[src/rtl/kinase_valve_sequencer.sv]
// Pneumatic valve sequencer for one kinase assay run: reagent fill, peristaltic mix,
// column transfer, elution. Optional pause input enabled by defining KINASE_SEQ_PAUSE_EN.
module kinase_valve_sequencer #(
   parameter int DWELL_W       = 16,
   parameter int MIXC_W        = 8,
   parameter int PUMP_STEP_CYC = 4
) (
   input  logic               clk,
   input  logic               rst_n,
   input  logic               start,
   input  logic               abort,
`ifdef KINASE_SEQ_PAUSE_EN
   input  logic               pause,
`endif
   input  logic [1:0]         reagent_sel,
   input  logic               collect_sel,
   input  logic [MIXC_W-1:0]  mix_cycles,
   input  logic [DWELL_W-1:0] fill_time,
   input  logic [DWELL_W-1:0] xfer_time,
   input  logic [DWELL_W-1:0] elute_time,
   output logic [12:0]        c_air,
   output logic [3:0]         s_air,
   output logic [4:0]         p_air,
   output logic               busy,
   output logic               done
);

   localparam int STEP_W = (PUMP_STEP_CYC > 1) ? $clog2(PUMP_STEP_CYC) : 1;
   localparam logic [STEP_W-1:0] STEP_LAST = STEP_W'(PUMP_STEP_CYC - 1);

   typedef enum logic [2:0] {
      S_IDLE, S_FILL, S_MIX, S_XFER, S_ELUTE, S_DONE
   } state_t;

   state_t               state, state_n;
   logic [DWELL_W-1:0]   dwell, dwell_n;
   logic [MIXC_W-1:0]    mix_rem, mix_rem_n;
   logic [STEP_W-1:0]    step_cnt, step_cnt_n;
   logic [2:0]           step_idx, step_idx_n;
   logic [1:0]           rsel_q;
   logic                 csel_q;
   logic [DWELL_W-1:0]   xfer_q, elute_q;

   logic                 launch, freeze;
   logic                 step_wrap, cyc_wrap;
   logic [STEP_W-1:0]    adv_cnt;
   logic [2:0]           adv_idx;
   logic [1:0]           inlet_sel;
   logic [12:0]          c_n;
   logic [3:0]           s_n;
   logic [4:0]           p_n;
   logic                 busy_n, done_n;

   function automatic logic [DWELL_W-1:0] at_least_one(input logic [DWELL_W-1:0] t);
      return (t == '0) ? DWELL_W'(1) : t;
   endfunction

   // {p3,p2,p1} peristaltic sequence, 0 = vented
   function automatic logic [2:0] pump_pat(input logic [2:0] idx);
      case (idx)
         3'd0:    return 3'b110;
         3'd1:    return 3'b100;
         3'd2:    return 3'b101;
         3'd3:    return 3'b001;
         3'd4:    return 3'b011;
         3'd5:    return 3'b010;
         default: return 3'b111;
      endcase
   endfunction

   assign launch = (state == S_IDLE) && start;

`ifdef KINASE_SEQ_PAUSE_EN
   assign freeze = pause && !abort && (state inside {S_FILL, S_MIX, S_XFER, S_ELUTE});
`else
   assign freeze = 1'b0;
`endif

   always_comb begin
      step_wrap = (step_cnt == STEP_LAST);
      cyc_wrap  = step_wrap && (step_idx == 3'd5);
      adv_cnt   = step_wrap ? '0 : step_cnt + STEP_W'(1);
      if (!step_wrap)
         adv_idx = step_idx;
      else if (step_idx == 3'd5)
         adv_idx = 3'd0;
      else
         adv_idx = step_idx + 3'd1;
   end

   always_comb begin
      state_n    = state;
      dwell_n    = dwell;
      mix_rem_n  = mix_rem;
      step_cnt_n = step_cnt;
      step_idx_n = step_idx;
      if (abort && state != S_IDLE) begin
         state_n = S_IDLE;
      end else if (!freeze) begin
         case (state)
            S_IDLE: if (start) begin
               state_n   = S_FILL;
               dwell_n   = at_least_one(fill_time);
               mix_rem_n = mix_cycles;
            end
            S_FILL: begin
               step_cnt_n = '0;
               step_idx_n = 3'd0;
               if (dwell == DWELL_W'(1)) begin
                  if (mix_rem == '0) begin
                     state_n = S_XFER;
                     dwell_n = at_least_one(xfer_q);
                  end else begin
                     state_n = S_MIX;
                  end
               end else begin
                  dwell_n = dwell - DWELL_W'(1);
               end
            end
            S_MIX: begin
               step_cnt_n = adv_cnt;
               step_idx_n = adv_idx;
               if (cyc_wrap) begin
                  if (mix_rem == MIXC_W'(1)) begin
                     state_n = S_XFER;
                     dwell_n = at_least_one(xfer_q);
                  end else begin
                     mix_rem_n = mix_rem - MIXC_W'(1);
                  end
               end
            end
            // the pump keeps stepping; the dwell alone decides when transfer ends
            S_XFER: begin
               step_cnt_n = adv_cnt;
               step_idx_n = adv_idx;
               if (dwell == DWELL_W'(1)) begin
                  state_n = S_ELUTE;
                  dwell_n = at_least_one(elute_q);
               end else begin
                  dwell_n = dwell - DWELL_W'(1);
               end
            end
            S_ELUTE: begin
               if (dwell == DWELL_W'(1))
                  state_n = S_DONE;
               else
                  dwell_n = dwell - DWELL_W'(1);
            end
            S_DONE:  state_n = S_IDLE;
            default: state_n = S_IDLE;
         endcase
      end
   end

   // Output pattern is derived from the state being entered so it lands registered
   // in the first cycle of that state.
   always_comb begin
      c_n       = 13'h1FFF;
      s_n       = 4'hF;
      p_n       = 5'h1F;
      busy_n    = 1'b0;
      done_n    = 1'b0;
      inlet_sel = launch ? reagent_sel : rsel_q;
      case (state_n)
         S_FILL: begin
            case (inlet_sel)
               2'd1:    c_n[1] = 1'b0;
               2'd2:    c_n[2] = 1'b0;
               default: c_n[0] = 1'b0;
            endcase
            c_n[3]   = 1'b0;
            c_n[4]   = 1'b0;
            c_n[7]   = 1'b0;
            p_n[2:0] = 3'b000;
            busy_n   = 1'b1;
         end
         S_MIX: begin
            c_n[4]   = 1'b0;
            p_n[2:0] = pump_pat(step_idx_n);
            busy_n   = 1'b1;
         end
         S_XFER: begin
            c_n[6]   = 1'b0;
            c_n[8]   = 1'b0;
            c_n[9]   = 1'b0;
            s_n[2]   = 1'b0;
            p_n[2:0] = pump_pat(step_idx_n);
            busy_n   = 1'b1;
         end
         S_ELUTE: begin
            if (csel_q)
               c_n[12] = 1'b0;
            else
               c_n[11] = 1'b0;
            s_n[3] = 1'b0;
            busy_n = 1'b1;
         end
         S_DONE:  done_n = 1'b1;
         default: ;
      endcase
      if (freeze) begin
         c_n = 13'h1FFF;
         s_n = 4'hF;
         p_n = p_air;
      end
   end

   always_ff @(posedge clk) begin
      if (!rst_n) begin
         state    <= S_IDLE;
         dwell    <= '0;
         mix_rem  <= '0;
         step_cnt <= '0;
         step_idx <= 3'd0;
         rsel_q   <= 2'd0;
         csel_q   <= 1'b0;
         xfer_q   <= '0;
         elute_q  <= '0;
         c_air    <= 13'h1FFF;
         s_air    <= 4'hF;
         p_air    <= 5'h1F;
         busy     <= 1'b0;
         done     <= 1'b0;
      end else begin
         state    <= state_n;
         dwell    <= dwell_n;
         mix_rem  <= mix_rem_n;
         step_cnt <= step_cnt_n;
         step_idx <= step_idx_n;
         c_air    <= c_n;
         s_air    <= s_n;
         p_air    <= p_n;
         busy     <= busy_n;
         done     <= done_n;
         if (launch) begin
            rsel_q  <= reagent_sel;
            csel_q  <= collect_sel;
            xfer_q  <= xfer_time;
            elute_q <= elute_time;
         end
      end
   end

endmodule

[config.mk]
export PLATFORM = sky130hd
export DESIGN_NAME = kinase_valve_sequencer
export DESIGN_NICKNAME = d
export VERILOG_FILES = /design/src/rtl/kinase_valve_sequencer.sv
export SDC_FILE = /design/constraint.sdc
export NUM_CORES = 1
export LEC_CHECK = 0
export ABC_AREA = 1
export CAP_MARGIN = 20
export CELL_PAD_IN_SITES_DETAIL_PLACEMENT = 1
export CELL_PAD_IN_SITES_GLOBAL_PLACEMENT = 1
export CORE_MARGIN = 5
export CORE_UTILIZATION = 38
export CTS_BUF_LIST = sky130_fd_sc_hd__clkbuf_8
export DETAILED_ROUTE_END_ITERATION = 6
export PLACE_DENSITY_LB_ADDON = 0.1
export SKIP_LAST_GASP = 1
export SLEW_MARGIN = 20
export SYNTH_ARGS = -nofsm -noshare
export SYNTH_HDL_FRONTEND = slang
export SYNTH_SLANG_ARGS = --single-unit
[constraint.sdc]
create_clock -name clk -period 2.4 [get_ports clk]
set_input_delay 0.48 -clock clk [delete_from_list [all_inputs] [get_ports clk]]
set_output_delay 0.48 -clock clk [all_outputs]
set_load 0.03 [all_outputs]
==> impl_metrics.tcl <==
set metrics [dict create \
    regToRegEndpoint "dwell[15]" \
    muxShareOfSynthArea_pct 0 \
    ys_seq_area_share_pct 36.25 \
    use_met2_pct 38.54 \
    port_buffers 80 \
    gr-total-overflow 0 \
    netlist_area_mm2 0.004473 \
    synthAdderAreaFrac_pct 2.238 \
    worstSetupPathType "flop to flop" \
    syn_inst 675 \
    fp.dieH_um 118.5 \
    cts_resized 0 \
    cellLeakagePower_nw 2.441 \
    synth_edf_count 0 \
    end_kind "flop" \
    crit_fanout 16 \
    io-pin-count 87 \
    rsz0062_at_grt "no" \
    hold_class "flop to flop" \
    ys.warnings.count 0 \
    setup_ws_ns 0.2805 \
    fmax_mhz 471.8 \
    grt_pass1_vias 4977 \
    core_mm2 0.01147 \
    dieArea_mm2 0.01404 \
    routed_wl_um 14960 \
    reg2reg_from "step_cnt[0]" \
    clock_path_buffers 2 \
    critPathBufInv 3 \
    critPathTopFamily "buffers and inverters" \
    cts_max_level 3 \
    grt_use_met3_pct 4.011 \
    post_cts_buffers 0 \
    crit_path_max_incr_delay_ns 0.37 \
    worst_slew_pin_slew_ns 0.5271 \
    crit_path_cell_trace "ha_1, nand2_1, inv_1, nand3_1, a21oi_1, nand3_1, nor2_1, nand2_2, inv_2, buf_4, o21ai_1, a21oi_1" \
    post-place-ws_ns 0.1249 \
    async_flop_share_pct 0 \
    start_kind "flop" \
    synth_most_common_cell "nand2_1" \
    whs_ns 0.4104 \
    outcome "completed" \
    yosys-top-cells-count "nand2_1 (128), inv_1 (92), dfxtp_1 (81)" \
    drive_gt1_share_pct 7.672 \
    setup_viol 0 \
    die_width_um 118.5 \
    synth_flop_cell "dfxtp_1" \
    cp.arrival_ns 2.42 \
    synth-xor-area-share_pct 1.762 \
    max_cap_violations 0 \
    cts-root-buf "clkbuf_8" \
    antennaDiodeCount 0 \
    ant_nets 0 \
    met1_usage_pct 25.93 \
    worstSkewPairLatency_ns 0.38 \
    clk_pin_slew_ns 0.08 \
    fin_cells 899 \
    synth-compound-area-share_pct 18.52 \
    finalHoldViolCount 0 \
    endpoint "dwell[15]" \
    ys_top_cells_by_area "dfxtp_1 (36%), nand2_1 (11%), inv_1 (7.7%)" \
    final_nets 823 \
    synthSimpleGateAreaFrac_pct 28.36 \
    cts.sink_count 81 \
    skew_ns 0.005603 \
    post-dp-hpwl_um 11720 \
    slew_violations 0 \
    crit_path_start "step_cnt[0]" \
    peakVddDrop_mv 0.3918 \
    gp_congestion 0.8842 \
    numCtsBuffers 9 \
    slew_headroom_pct 64.86 \
    period_share_pct 88.31 \
    holdBufCountCts 0 \
    synth_cell_types 36 \
    min_period_ns 2.120 \
    antenna_found_initial 0 \
    cts_tree "built" \
    area_growth_pct 24.87 \
    num_rows 39 \
    grt_pass1_wl_um 24610 \
    initial_core_util_pct 39.01 \
    crit_required_ns 2.70 \
    setup-tns-final_ns 0 \
    slowest_stage "dfxtp_1" \
    synth_top_family_by_area "simple AND/OR/NAND/NOR gates" \
    p_per_area_mw_per_mm2 640.8 \
    drc 0 \
    track_usage_pct 21.76 \
    top_usage_layer "met2" \
    ff2ff_path_depth 12 \
    viasPerCell 5.081 \
    routedWlPerCell_um 16.64 \
    avgSynthCellArea_um2 6.627 \
    synth_top_area_share_pct 36.25 \
    synth_seq_cells 81 \
    rrSetupSlack_ns 0.28 \
    worst-path-stages 12 \
    drt_pre_antenna_iters 4 \
    first_iter_violations 203 \
    yosys.area.top_type "dfxtp_1" \
    grt_max_degree 65 \
    hp-start "csel_q" \
    placed_cells 884 \
    num_vias 4568 \
]
[where the power goes]
| group | internal [mW] | leakage, nW | switching (mW) | total [mW] |
|---|---|---|---|---|
| clock network | 0.600 | 0.115 | 0.513 | 1.11 |
| logic | 0.353 | 1.66 | 0.566 | 0.919 |
| registers | 1.46 | 0.669 | 0.0876 | 1.55 |
| total | 2.41 | 2.44 | 1.17 | 3.58 |
[area by class of cell]
cell class | count | area, um2
fill | 1502 | 5882
sequential | 81 | 1622
multi-input combinational | 468 | 2301
inverter | 98 | 367.9
timing repair buffer | 94 | 905.9
tap | 143 | 178.9
clock buffer | 10 | 137.6
clock inverter | 5 | 72.57
[layout by cell type (no fill, tap or decap), drive strengths merged, types with 3 or more instances in the layout]
cell type,instances
o22ai,8
clkinv,3
o21ai,80
conb,6
clkbuf,10
xor2,7
clkdlybuf4s50,80
dfxtp,81
nor3,7
o211ai,5
nor4,3
a31oi,6
ha,8
nand2,134
nand4,15
nor2,90
nand3,39
buf,14
a21oi,52
inv,98
[routing by layer]
| layer | vias up | wire length (um) |
|---|---|---|
| li1 | 2318 | - |
| met1 | 2154 | 6669 |
| met2 | 75 | 7433 |
| met3 | 21 | 475 |
| met4 | 0 | 379 |
| met5 | - | 0 |
[state kept, by name, indices dropped and copies added, names as in the netlist]
| signal | flops |
|---|---|
| c_air | 8 |
| s_air | 1 |
| dwell | 16 |
| mix_rem | 8 |
| busy | 1 |
| state | 3 |
| step_idx | 3 |
| p_air | 3 |
| done | 1 |
| step_cnt | 2 |
| elute_q | 16 |
| rsel_q | 2 |
| csel_q | 1 |
| xfer_q | 16 |
[worst register-to-register path, stage by stage, from the launching register on]
cell	delay [ns]
dfxtp_1	0.37
ha_1	0.20
nand2_1	0.07
inv_1	0.13
nand3_1	0.14
a21oi_1	0.21
nand3_1	0.10
nor2_1	0.12
nand2_2	0.07
inv_2	0.25
buf_4	0.20
o21ai_1	0.06
a21oi_1	0.13
[logic make-up after synthesis]
kind of cell,after synthesis
DFF,81
and+or+nand+nor,291
buffers and inverters,131
AOI/OAI and AO/OA,154
other,1
xor gates and xnor gates,9
adders and majority gates,8
[through the flow]
stage | util (%) | total power [mW] | area [um2]
final | 48.71 | 3.579 | 5585
after global routing | 48.71 | 3.785 | 5585
after CTS | 48.71 | 3.608 | 5585
after detailed placement | 46.87 | 2.492 | 5375
after global placement | 46.87 | 2.464 | 5375
after floorplan | - | 2.150 | 4492
[how the worst min path moves through the flow]
stage                     cells after the start        end  slack [ns]
after global placement                        1  c_air[12]        0.38
after floorplan                               1  c_air[12]        0.37
final                                         1  c_air[12]        0.41
after detailed placement                      1  c_air[12]        0.39
after global routing                          1  c_air[12]        0.42
after CTS                                     1  c_air[12]        0.41
(Power assumes the default switching activity.)
